<file path="config.mk">
export PLATFORM = sky130hd
export DESIGN_NAME = mem_arbiter
export DESIGN_NICKNAME = d
export VERILOG_FILES = /design/src/rtl/mem_arbiter.sv
export SDC_FILE = /design/constraint.sdc
export NUM_CORES = 1
export LEC_CHECK = 0
export ABC_AREA = 1
export CORE_MARGIN = 1
export CORE_UTILIZATION = 30
export CTS_CLUSTER_SIZE = 24
export DETAILED_ROUTE_END_ITERATION = 6
export SETUP_SLACK_MARGIN = 0.4
export SKIP_CTS_REPAIR_TIMING = 1
export SLEW_MARGIN = 20
export SYNTH_ARGS = -nofsm -noshare
export SYNTH_HDL_FRONTEND = slang
export SYNTH_SLANG_ARGS = --single-unit
</file>
<file path="constraint.sdc">
create_clock -name clk -period 1.3 [get_ports clk]
set_input_delay 0.195 -clock clk [delete_from_list [all_inputs] [get_ports clk]]
set_output_delay 0.195 -clock clk [all_outputs]
set_load 0.01 [all_outputs]
</file>
<file path="src/rtl/mem_arbiter.sv">
// rtl/mem_arbiter.sv - unified memory arbiter between instruction fetch and load/store unit
// Optional address bounds/alignment checking is enabled by defining MEM_ARB_BOUNDS_CHECK_EN.
module mem_arbiter #(
   parameter int ADDR_W       = 32,
   parameter int DATA_W       = 32,
   parameter int STARVE_LIMIT = 4
) (
   input  logic              clk,
   input  logic              rst_n,
   input  logic              if_req,
   input  logic [ADDR_W-1:0] if_addr,
   output logic              if_ack,
   output logic [DATA_W-1:0] if_rdata,
   output logic              if_err,
   input  logic              d_req,
   input  logic              d_we,
   input  logic [ADDR_W-1:0] d_addr,
   input  logic [DATA_W-1:0] d_wdata,
   output logic              d_ack,
   output logic [DATA_W-1:0] d_rdata,
   output logic              d_err,
   output logic              MemRead,
   output logic              MemWrite,
   output logic [ADDR_W-1:0] MemAddress,
   output logic [DATA_W-1:0] WriteData,
   input  logic [DATA_W-1:0] ReadData
);

   typedef enum logic [1:0] {IDLE, ACCESS, RESP} state_t;

   localparam logic [1:0] OWN_NONE = 2'd0;
   localparam logic [1:0] OWN_IF   = 2'd1;
   localparam logic [1:0] OWN_D    = 2'd2;
   localparam logic [3:0] LIMIT    = 4'(STARVE_LIMIT);

   state_t            state;
   state_t            state_nxt;
   logic [1:0]        owner;
   logic [3:0]        starve_cnt;
   logic [ADDR_W-1:0] lat_addr;
   logic              lat_we;
   logic [DATA_W-1:0] lat_wdata;
   logic              any_req;
   logic              grant_d;
   logic [ADDR_W-1:0] sel_addr;
   logic              mem_ok;
   logic [DATA_W-1:0] rd_val;
`ifdef MEM_ARB_BOUNDS_CHECK_EN
   logic              lat_err;
   logic              sel_err;
`endif

   // Arbitration: data wins unless fetch has been passed over STARVE_LIMIT times in a row
   always_comb begin
      any_req  = if_req | d_req;
      grant_d  = d_req & (~if_req | (starve_cnt < LIMIT));
      sel_addr = grant_d ? d_addr : if_addr;
`ifdef MEM_ARB_BOUNDS_CHECK_EN
      sel_err  = ((sel_addr >> 8) != '0) || (sel_addr[1:0] != 2'b00);
      mem_ok   = ~lat_err;
`else
      mem_ok   = 1'b1;
`endif
      rd_val   = mem_ok ? ReadData : '0;
   end

   // State register
   always_ff @(posedge clk) begin
      if (!rst_n) begin
         state <= IDLE;
      end else begin
         state <= state_nxt;
      end
   end

   // Next-state: one access per grant, fixed three-cycle walk
   always_comb begin
      state_nxt = state;
      case (state)
         IDLE:    state_nxt = any_req ? ACCESS : IDLE;
         ACCESS:  state_nxt = RESP;
         RESP:    state_nxt = IDLE;
         default: state_nxt = IDLE;
      endcase
   end

   // Request latches, starvation counter and read-data capture
   always_ff @(posedge clk) begin
      if (!rst_n) begin
         owner      <= OWN_NONE;
         starve_cnt <= '0;
         lat_addr   <= '0;
         lat_we     <= 1'b0;
         lat_wdata  <= '0;
         if_rdata   <= '0;
         d_rdata    <= '0;
`ifdef MEM_ARB_BOUNDS_CHECK_EN
         lat_err    <= 1'b0;
`endif
      end else begin
         case (state)
            IDLE: begin
               if (any_req) begin
                  owner     <= grant_d ? OWN_D : OWN_IF;
                  lat_addr  <= sel_addr;
                  lat_we    <= grant_d & d_we;
                  lat_wdata <= grant_d ? d_wdata : '0;
`ifdef MEM_ARB_BOUNDS_CHECK_EN
                  lat_err   <= sel_err;
`endif
               end
               // Only a data grant that bypassed a waiting fetch counts; the branch
               // is reachable only below LIMIT, so the counter saturates by construction.
               if (if_req && grant_d) begin
                  starve_cnt <= starve_cnt + 4'd1;
               end else begin
                  starve_cnt <= '0;
               end
            end
            ACCESS: begin
               if (owner == OWN_IF) begin
                  if_rdata <= rd_val;
               end else begin
                  d_rdata  <= lat_we ? '0 : rd_val;
               end
            end
            RESP: begin
               owner    <= OWN_NONE;
               if_rdata <= '0;
               d_rdata  <= '0;
            end
            default: begin
               owner <= OWN_NONE;
            end
         endcase
      end
   end

   // Outputs decode from registered state and latches only
   always_comb begin
      MemRead    = 1'b0;
      MemWrite   = 1'b0;
      MemAddress = '0;
      WriteData  = '0;
      if_ack     = 1'b0;
      d_ack      = 1'b0;
      if_err     = 1'b0;
      d_err      = 1'b0;
      case (state)
         ACCESS: begin
            if (mem_ok) begin
               MemAddress = lat_addr;
               WriteData  = lat_wdata;
               MemRead    = ~lat_we;
               // Reset during the access cycle must suppress the write at this edge
               MemWrite   = lat_we & rst_n;
            end
         end
         RESP: begin
            if_ack = (owner == OWN_IF);
            d_ack  = (owner == OWN_D);
`ifdef MEM_ARB_BOUNDS_CHECK_EN
            if_err = (owner == OWN_IF) & lat_err;
            d_err  = (owner == OWN_D) & lat_err;
`endif
         end
         default: begin
            MemRead = 1'b0;
         end
      endcase
   end

endmodule

</file>
### Yosys cells after proc, flatten, opt, wreduce, memory -nomap -nowiden

Cells that the tools add are included.

* bits in registers: 137
* bits in latches: 0
* bits in writable memories: 0
* memory bits (read-only): 0
* input port bits: 133
* output and inout bits: 134
* word-level logic and storage cells: 51
* memories: 0

* $add $sub $neg: 1
* multipliers: 0
* divide/modulo/power cells: 0
* $lt $le $gt $ge: 1
* equality and inequality tests: 7
* shift-type cells: 0
* muxes and demuxes: 19
* bitwise operators: 8
* reductions and logical operators: 7

Operators by type and width (count)
* two-way mux 32 bit: 7
* one-hot mux 32 bit (2 select lines): 2
* one-hot mux 2 bit (2 select lines): 2
* AND reduction 2 bit: 4
* != test 2 bit (second input constant): 3
* two-way mux 1 bit: 5
* adder 4 x 1 -> 4 bit (second input constant): 1
* == test 2 x 1 -> 1 bit (second input constant): 2
* == test 2 bit (second input constant): 2
* less-than comparator 4 x 3 -> 1 bit (second input constant): 1
* two-way mux 2 bit: 2
* two-way mux 4 bit: 1
* bitwise AND 1 bit: 3
* NOT 1 bit: 3
* zero test 2 bit: 1
* bitwise OR 1 bit: 2
* nonzero test 2 bit: 1
* logical AND 1 bit: 1

### Longest topological paths before layout

* word-level depth: 6
* mapped depth: 10
* gate-level depth less buffers: 7

### Worst setup path before layout

OpenSTA, ideal clock, no wires.

* kind: reg-to-output
* start: register state[0]
* end: output port MemAddress[0]
* data arrival time: 1.109 ns
* data required time: 1.105 ns
* slack: -0.004 ns
* cell stages (with the launch flop): 5
* buffers on the path: 2
* cells stage by stage: dfxtp_1 nand2_2 buf_2 buf_2 nor2_1

* longest elaborated chain between the ends: 2

RTL lines
* from (decl): RTL line 36 `state_t state;`
* from (signal assigned): RTL line 72 `state <= state_nxt;`
* == test 2 x 1 -> 1 bit: RTL line 149 `case (state)`
* two-way mux 32 bit: RTL line 149
* to (decl): RTL line 24 `output logic [ADDR_W-1:0] MemAddress,`

No other way between the ends.

### Final worst setup path

* start: register state[1]
* end: output port MemAddress[6]

The elaborated chain is that of the path after synthesis.

==> run_results.csv <==
group,metric,value,unit
setup_path,crit_type,"reg2out",
power,leakage,5.07,nW
finish,final_cell_area,11700,um2
die,die_w,143,um
setup_path,end_kind,"output port",
power,ir_drop,0.873,mV
setup_path,arrival,1460,ps
global_routing,first_global_vias,6036,
route,ant_nets,0,
die,dieHeight,143,um
global_routing,grt_pass1_wl,31200,um
finish,fin_nets,1334,
setup_path,r2r_start,"state[1]",
logic_synthesis,yosysWarningCount,0,
die,coreArea,19500,um2
timing,worst_slack,-350,ps
finish,layout.cells.non_filler,1479,
route,maxUsedRoutingLayer,"met4",
finish,postLayoutCoreUtil,0.601,
logic_synthesis,synth.area.mux_share,0.00167,
route,drt-total-wl,23700,um
power,p_per_area,1100,nW/um2
setup_path,worstPathRequired,1110,ps
logic_synthesis,seq_area_frac_synth,0.458,
logic_synthesis,postSynthCellCount,853,
die,start_util,0.307,
logic_synthesis,synth_fa_ha_area_frac,0.00209,
setup_path,r2r_slack,-340,ps
die,fp-row-count,51,
timing,setup_tns,-51880,ps
logic_synthesis,syn_area,5990,um2
global_routing,grt_usage,0.197,
route,wl_met3,2410,um
die,die-area,20500,um2
timing,skew,9.69,ps
logic_synthesis,synth_flop_cell,"dfxtp_1",
global_routing,antenna_found_initial,1,
timing,setup_viol,203,
logic_synthesis,synth.most_common_cell,"nand2_1",
logic_synthesis,ys_types,28,
setup_path,timing.rr.end,"lat_wdata[24]",
flow_run,maxCapViolCount,0,
route,met2WireLength,11200,um
route,drtIter0Drc,303,
logic_synthesis,synth_largest_area_cell,"dfxtp_1",
clocking,htreeDepth,4,
clocking,root_buffer,"clkbuf_16",
route,wl_met1,9530,um
placement,placedCellCount,1381,
finish,drive_gt1_frac,0.448,
timing,hold_violations,0,
timing,max_slew.worst_pin.slew,912,ps
placement,port-buffer-count,264,
timing,period_share,1.27,
logic_synthesis,yosys-top-cells-count,"nand2_1 (236), dfxtp_1 (137), inv_1 (109), nand3_1 (90), nor2_1 (74)",
timing,period_minus_slack,1650,ps
logic_synthesis,synth_top_family_by_area,"simple AND/OR/NAND/NOR gates",
run_status,status,"finished with violations",
run_status,failed_checks,"setup timing",
worst_hold_path,hold_end,"lat_wdata[31]",
logic_synthesis,synthXorXnorAreaFrac,0.00292,
finish,fillers,1707,
route,drc,0,
logic_synthesis,synth.top_cells.by_area,"dfxtp_1 (46%), nand2_1 (15%), nand3_1 (7.5%)",
logic_synthesis,yosys.area_share.simple,0.332,
clocking,clock_latency,420,ps
setup_path,cp_max_fo,5,
logic_synthesis,synth_compound_area_frac,0.0785,
finish,syn_to_final_growth,96.0,%
clocking,cts_buffer_depth,2,
timing,rsz0062_at_grt,"true",
clocking,cts_made_buffers,17,
power,power,12.9,mW
clocking,cts_sinks,137,
die,io_pins,267,
route,routedWlPerCell,16.0,um
logic_synthesis,avgSynthCellArea,7.02,um2
route,drt-pass1-iter-count,4,
route,vias_per_cell,4.61,
placement,placed_cell_area,9670,um2
logic_synthesis,ys_ff_latch,137,
placement,place_hpwl,14300,um
logic_synthesis,synth_top_area_frac,0.458,
worst_hold_path,whs_path_depth,3,
placement,post-place-ws,-405,ps
clocking,path_clk_slew,60,ps
timing,slew_viol_final,0,
logic_synthesis,async_flop_share,0,
setup_path,rr_worst_depth,9,
worst_hold_path,min_from,"d_wdata[31]",
setup_path,startpoint_type,"flip-flop",
timing,relSlewSlack,0.392,
clocking,cts_tree,"done",
timing,fmax,0.606,GHz
global_routing,grt_overflow,0,
timing,holdWs,323,ps
placement,routabilityCongestion,0.786,
logic_synthesis,synth_edf_count,0,
route,vias,6813,
worst_hold_path,hold_class,"in2reg",
global_routing,grt_max_degree,66,
==> report_power, final <==
| part | leakage, nW | switching [mW] | internal [mW] |
|---|---|---|---|
| Combinational | 3.62 | 1.54 | 1.69 |
| Sequential | 1.15 | 0.162 | 4.47 |
| Clock | 0.298 | 1.99 | 3.09 |
==> layout make-up <==
| type | instances | area [um2] | share of cell area |
|---|---|---|---|
| antenna | 1 | 2.50 | 0.000213 |
| clock buffer | 19 | 443 | 0.0377 |
| clock inverter | 13 | 169 | 0.0144 |
| inverter | 116 | 450 | 0.0384 |
| multi-input combinational | 545 | 3360 | 0.287 |
| sequential | 137 | 2830 | 0.241 |
| tap | 265 | 332 | 0.0282 |
| timing repair buffer | 383 | 4150 | 0.353 |
==> layout by cell type (no fill, tap or decap), types with 22 or more instances in the layout <==
cell             Yosys  layout
nand2_1            236     198
clkdlybuf4s50_1      0     131
buf_6                2     126
inv_1              109     107
dfxtp_1            137      69
dfxtp_2              0      66
buf_4               14      61
nand3_1             90      55
nor2_4               6      50
a21oi_1             60      38
nand3_2              0      35
nand2_2              4      33
nand4_1             32      32
clkbuf_16            0      32
buf_2               17      26
nor2_2               3      25
a21oi_2              0      22
==> logic make-up after synthesis <==
group	Yosys count
adder cells (fa/ha/maj)	1
buffers and inverters	174
multiplexers	1
flip-flops	137
AO/OA/AOI/OAI	85
AND/OR/NAND/NOR	452
other	1
XOR/XNOR	2
==> state kept, by name, indices dropped and copies added (netlist names) <==
signal	flops
state	2
d_rdata	32
lat_wdata	32
if_rdata	32
owner	2
lat_we	1
starve_cnt	4
lat_addr	32
==> worst max path at each step <==
stage | from | endpoint | slack [ps] | depth (start not counted)
after global routing | state[1] | lat_addr[20] | -420 | 10
after global placement | state[1] | d_rdata[15] | -370 | 8
after detailed placement | d_req | lat_wdata[8] | -400 | 8
after CTS | state[1] | WriteData[25] | -830 | 5
after floorplan | state[0] | lat_addr[12] | 50 | 9
final | state[1] | MemAddress[6] | -350 | 6
==> critical path: stages, from the launching register on <==
cell and delay [ps]:
dfxtp_4 360, inv_8 80, nand2_8 70, buf_4 160, clkbuf_16 160, nor2_2 80
buf_2 130
==> layer usage <==
layer,up-vias,global-route usage
met5,-,0
met4,0,0.0644
met3,34,0.0863
met2,258,0.312
met1,3146,0.239
li1,3375,-
Note: power is estimated with default switching activity, not from simulation.
